==> src/rtl/stage_memory.sv <==
// Memory stage: word loads/stores over a req/ack data port with wait states and timeout,
// pipeline stall generation, and the writeback pipeline register with result select.
module stage_memory #(
  parameter int unsigned TIMEOUT_CYCLES = 255
) (
  input  logic        clk,
  input  logic        reset,
  input  logic        wb_clear,
  input  logic        mem_reg_write,
  input  logic        mem_mem_write,
  input  logic [1:0]  mem_result_src,
  input  logic [31:0] mem_alu_result,
  input  logic [31:0] mem_write_data,
  input  logic [31:0] mem_pc_plus_4,
  input  logic [31:0] mem_imm_ext,
  input  logic [4:0]  mem_rd,
  input  logic [31:0] dmem_rdata,
  input  logic        dmem_ack,
  output logic        dmem_req,
  output logic        dmem_we,
  output logic [31:0] dmem_addr,
  output logic [31:0] dmem_wdata,
  output logic        mem_stall,
  output logic        mem_fault,
  output logic        wb_reg_write,
  output logic [1:0]  wb_result_src,
  output logic [31:0] wb_alu_result,
  output logic [31:0] wb_read_data,
  output logic [31:0] wb_pc_plus_4,
  output logic [31:0] wb_imm_ext,
  output logic [4:0]  wb_rd,
  output logic [31:0] wb_result
);

  localparam int unsigned CNT_W = 16;
  localparam logic [1:0]  SRC_ALU  = 2'b00;
  localparam logic [1:0]  SRC_LOAD = 2'b01;
  localparam logic [1:0]  SRC_PC4  = 2'b10;

  typedef enum logic {S_IDLE, S_WAIT} state_t;

  state_t            state_q, state_d;
  logic [CNT_W-1:0]  wait_cnt_q, wait_cnt_d;
  logic              fault_q, fault_d;
  logic              access, aligned, acked, req, stall;
  logic [31:0]       read_data_d;

  logic              wb_reg_write_q;
  logic [1:0]        wb_result_src_q;
  logic [31:0]       wb_alu_result_q, wb_read_data_q, wb_pc_plus_4_q, wb_imm_ext_q;
  logic [4:0]        wb_rd_q;

  assign access     = mem_mem_write | (mem_result_src == SRC_LOAD);
  assign aligned    = (mem_alu_result[1:0] == 2'b00);
  assign dmem_we    = mem_mem_write;
  assign dmem_addr  = mem_alu_result;
  assign dmem_wdata = mem_write_data;

  // Access FSM: request/stall generation, wait counting and fault detection
  always_comb begin
    state_d    = state_q;
    wait_cnt_d = wait_cnt_q;
    fault_d    = fault_q;
    req        = 1'b0;
    stall      = 1'b0;
    acked      = 1'b0;
    case (state_q)
      S_IDLE: begin
        req = access & aligned;
        if (access & ~aligned) begin
          fault_d = 1'b1;
        end
        if (req) begin
          if (dmem_ack) begin
            acked = 1'b1;
          end else begin
            stall      = 1'b1;
            state_d    = S_WAIT;
            wait_cnt_d = CNT_W'(1);
          end
        end
      end
      S_WAIT: begin
        req = 1'b1;
        if (dmem_ack) begin
          acked      = 1'b1;
          state_d    = S_IDLE;
          wait_cnt_d = '0;
        end else if (wait_cnt_q == CNT_W'(TIMEOUT_CYCLES)) begin
          fault_d    = 1'b1;
          state_d    = S_IDLE;
          wait_cnt_d = '0;
        end else begin
          stall      = 1'b1;
          wait_cnt_d = wait_cnt_q + CNT_W'(1);
        end
      end
      default: begin
        state_d = S_IDLE;
      end
    endcase
    // Reset takes the request down in the same cycle, even mid-wait
    if (reset) begin
      req   = 1'b0;
      stall = 1'b0;
    end
  end

  assign dmem_req    = req;
  assign mem_stall   = stall;
  assign read_data_d = (acked & ~mem_mem_write) ? dmem_rdata : 32'h0;

  always_ff @(posedge clk) begin
    if (reset) begin
      state_q    <= S_IDLE;
      wait_cnt_q <= '0;
      fault_q    <= 1'b0;
    end else begin
      state_q    <= state_d;
      wait_cnt_q <= wait_cnt_d;
      fault_q    <= fault_d;
    end
  end

  // Writeback register: clear beats hold; hold keeps forwarding valid for the frozen execute stage
  always_ff @(posedge clk) begin
    if (reset || wb_clear) begin
      wb_reg_write_q  <= 1'b0;
      wb_result_src_q <= 2'b00;
      wb_alu_result_q <= 32'h0;
      wb_read_data_q  <= 32'h0;
      wb_pc_plus_4_q  <= 32'h0;
      wb_imm_ext_q    <= 32'h0;
      wb_rd_q         <= 5'd0;
    end else if (!stall) begin
      wb_reg_write_q  <= mem_reg_write;
      wb_result_src_q <= mem_result_src;
      wb_alu_result_q <= mem_alu_result;
      wb_read_data_q  <= read_data_d;
      wb_pc_plus_4_q  <= mem_pc_plus_4;
      wb_imm_ext_q    <= mem_imm_ext;
      wb_rd_q         <= mem_rd;
    end
  end

  assign mem_fault     = fault_q;
  assign wb_reg_write  = wb_reg_write_q;
  assign wb_result_src = wb_result_src_q;
  assign wb_alu_result = wb_alu_result_q;
  assign wb_read_data  = wb_read_data_q;
  assign wb_pc_plus_4  = wb_pc_plus_4_q;
  assign wb_imm_ext    = wb_imm_ext_q;
  assign wb_rd         = wb_rd_q;

  always_comb begin
    case (wb_result_src_q)
      SRC_ALU:  wb_result = wb_alu_result_q;
      SRC_LOAD: wb_result = wb_read_data_q;
      SRC_PC4:  wb_result = wb_pc_plus_4_q;
      default:  wb_result = wb_imm_ext_q;
    endcase
  end

endmodule

==> config.mk <==
export PLATFORM = sky130hd
export DESIGN_NAME = stage_memory
export DESIGN_NICKNAME = d
export VERILOG_FILES = /design/src/rtl/stage_memory.sv
export SDC_FILE = /design/constraint.sdc
export NUM_CORES = 1
export LEC_CHECK = 0
export CAP_MARGIN = 20
export CORE_AREA = 2 2 161 163
export DETAILED_ROUTE_END_ITERATION = 8
export DIE_AREA = 0 0 163 165
export HOLD_SLACK_MARGIN = 0.03
export PLACE_DENSITY = 0.7
export SYNTH_ARGS = -nofsm -noshare
export SYNTH_HDL_FRONTEND = slang
export SYNTH_SLANG_ARGS = --single-unit
==> constraint.sdc <==
create_clock -name clk -period 2.7 [get_ports clk]
set_clock_uncertainty 0.1 [all_clocks]
set_input_delay 0.405 -clock clk [delete_from_list [all_inputs] [get_ports clk]]
set_output_delay 0.405 -clock clk [all_outputs]
set_load 0.01 [all_outputs]
==> impl_metrics.csv <==
group,metric,value,unit
sta,setup_viol,0,
synth,yosysUniqueCellTypes,37,
sta,hold_viol,0,
clock_network,cts_buffer_depth,2,
synth,yosys_register_bits,154,
synth,synth.area.top_cells,"dfxtp_1 (43%), mux2i_1 (15%), nand2_1 (11%), mux4_2 (10%), buf_4 (6.7%)",
power,clock_power_share,0.440,
finish,n_fill_cell,2394,
global_routing,grt_max_degree,121,
clock_network,cts_root_buf,"clkbuf_16",
power,intPower,4.33,mW
floorplan,coreArea,25000,sq um
place,gp_congestion,0.834,
synth,synth_area_leader_cell,"dfxtp_1",
flow_run,drv_cap,0,
synth,synth_common_cells,"nand2_1 (218), dfxtp_1 (154), mux2i_1 (105), buf_4 (65), clkbuf_1 (39)",
global_routing,antenna_found_initial,2,
place,place_hpwl,17000,um
clock_network,cts-htree-levels,4,
synth,synth_edf_count,0,
synth,yosys_warnings,0,
sta,slew_headroom,0.408,
sta,tightest_slew,0.881,ns
clock_network,cts_tree,"yes",
routing,via_count,6320,
global_routing,grt_pass1_vias,6274,
finish,syn_to_final_growth,56.2,%
sta,post-route-min-period,2.61,ns
synth,synth.top_cell.area_share,0.426,
critical_path,crit_type,"flop to primary output",
sta,finalSetupTns,0,ns
clock_network,cts_buffers,17,
routing,ant_nets,0,
sta,finalMaxSlewViolations,0,
routing,drc,0,
synth,syn_inst,755,
sta,rsz0062_at_grt,"no",
synth,synth_area,7240,sq um
floorplan,die_width,163,um
outcome,outcome,"finished, final reports clean",
clock_network,clock_sinks,154,
place,place_ws,0.0382,ns
sta,fin_ws,0.0906,ns
power,p_sw,1.42,mW
place,io_buffers,344,
finish,nNetsFinal,1196,
clock_network,cts.clk_slew.worst_paths,0.06,ns
synth,synth.most_common_cell,"nand2_1",
synth,syn_nets,929,
worst_hold_path,hp-class,"flop to flop",
critical_path,path_max_fanout,7,
critical_path,cp-start-kind,"flop",
finish,layout-drive-gt1-share,0.0928,
floorplan,ios,409,
routing,drtIter0Drc,322,
routing,dr.pass1.iters,4,
synth,seq_area_frac_synth,0.426,
global_routing,overflow,0,
critical_path,cp_data_arrival_time,2.10,ns
synth,synth_ff_type,"dfxtp_1",
routing,wl_per_cell,17.1,um
floorplan,die_h,165,um
power,powerDensity,508,nW/um^2
floorplan,rows,58,
floorplan,die_area,26900,sq um
routing,viasPerCell,4.63,
global_routing,grt_pass1_wl,34900,um
sta,fmax,0.383,GHz
power,power.leakage,3.83,nW
power,p_comb_frac,0.141,
synth,avgSynthCellArea,9.59,sq um
critical_path,cp.required,2.19,ns
sta,fin_crit_sh,0.966,
critical_path,cp-end-kind,"primary output",
power,vdd_ir_drop_max,371,uV
power,sw_frac_of_total,0.247,
clock_network,clk_latency,0.41,ns
sta,fin_hold_ws,0.358,ns
global_routing,grt_use_total,0.168,
place,post_dp_cell_area,10700,sq um
routing,wl,23400,um
synth,async_reset_ff_frac,0,
finish,design_area,11300,sq um
clock_network,cts_setup_buffers,0,
power,seqPwrFrac,0.419,
floorplan,start_util,0.289,
area by class of cell:
type / count / area (sq um) / share of cell area
Timing Repair Buffer: 367 / 3730 / 0.330
Multi-Input combinational cell: 478 / 3440 / 0.304
Sequential cell: 154 / 3090 / 0.273
Clock buffer: 18 / 429 / 0.0380
Tap cell: 330 / 413 / 0.0365
Clock inverter: 14 / 186 / 0.0165
Inverter: 4 / 15.0 / 0.00133
Antenna cell: 1 / 2.50 / 0.000221
worst paths after layout:
path                                   end                   startpoint  cells after the start  slack (ns)
max reg2reg  wb_read_data[25]$_SDFFE_PP0N_  wait_cnt_q[12]$_SDFFE_PP0P_                      6        0.38
min                  wb_rd[0]$_SDFFE_PP0N_        wb_rd[0]$_SDFFE_PP0N_                      2        0.36
max                              mem_stall  wait_cnt_q[12]$_SDFFE_PP0P_                      4        0.09
min reg2reg          wb_rd[0]$_SDFFE_PP0N_        wb_rd[0]$_SDFFE_PP0N_                      2        0.36
layer usage:
layer | GRT usage | share of wire | up-vias
met2 | 0.299 | 0.51 | 228
met5 | 0 | 0.00056 | -
met4 | 0.0386 | 0.0076 | 2
met1 | 0.193 | 0.40 | 3003
met3 | 0.0580 | 0.075 | 16
li1 | - | - | 3071
cells by family after synthesis:
group,after synthesis,share of synthesized area
simple gates,270,0.153
flops,154,0.426
mux,137,0.245
buf+inv,123,0.105
compound gates,70,0.0697
fa+ha+maj,1,0.00173
critical path, cell delays in order (launching register included):
cell	delay, ns
dfxtp_1	0.36
or4_4	0.56
nor4_4	0.37
a21oi_4	0.09
dlygate4sd2_1	0.30
power by group through the flow:
stage	clock, mW	sequential [mW]	combinational (mW)
floorplan	0	2.47	0.342
global placement	0	2.46	0.806
detailed placement	0	2.46	0.813
CTS	2.60	2.41	0.817
global route	2.69	2.42	0.865
finish	2.53	2.41	0.810
metrics by stage:
stage,power (mW),util,std cells
floorplan,2.81,-,755
global placement,3.26,0.427,1333
detailed placement,3.27,0.427,1333
CTS,5.83,0.451,1365
global route,5.97,0.451,1365
finish,5.75,0.452,1366
repair_timing:
| item | 4_1_cts | 5_1_grt |
|---|---|---|
| endpoints found under the setup margin | 17 | 7 |
| resized for setup | 2 | 2 |
| pin swaps | 1 | 1 |
| endpoints found under the hold margin | 0 | 0 |
| hold buffers | 0 | 0 |
flip-flops by register name (all words and copies together), names as in the netlist:
signal / cells
wb_alu_result: 32
wb_imm_ext: 32
wb_pc_plus_4: 32
wb_read_data: 32
wait_cnt_q: 16
wb_rd: 5
wb_result_src: 2
mem_fault: 1
state_q: 1
wb_reg_write: 1
placed cells by master, fill, tap and decap left out, types with 2 or more instances in the layout:
cell type / n
a22o_1: 32
nor3_1: 5
o21ai_0: 12
nor4_1: 3
buf_12: 9
buf_4: 12
clkdlybuf4s50_1: 343
inv_6: 3
nand2_1: 218
clkinvlp_4: 3
bufinv_16: 3
mux2i_1: 105
nand3b_1: 2
mux4_2: 32
or3_1: 5
nand2b_1: 3
nand4_1: 2
or2_2: 2
inv_1: 4
inv_8: 3
clkbuf_16: 17
nand3_1: 8
buf_6: 2
a21oi_1: 10
nor2_1: 16
dfxtp_1: 152
a31oi_1: 6
Power figures use the tool's default switching activity.
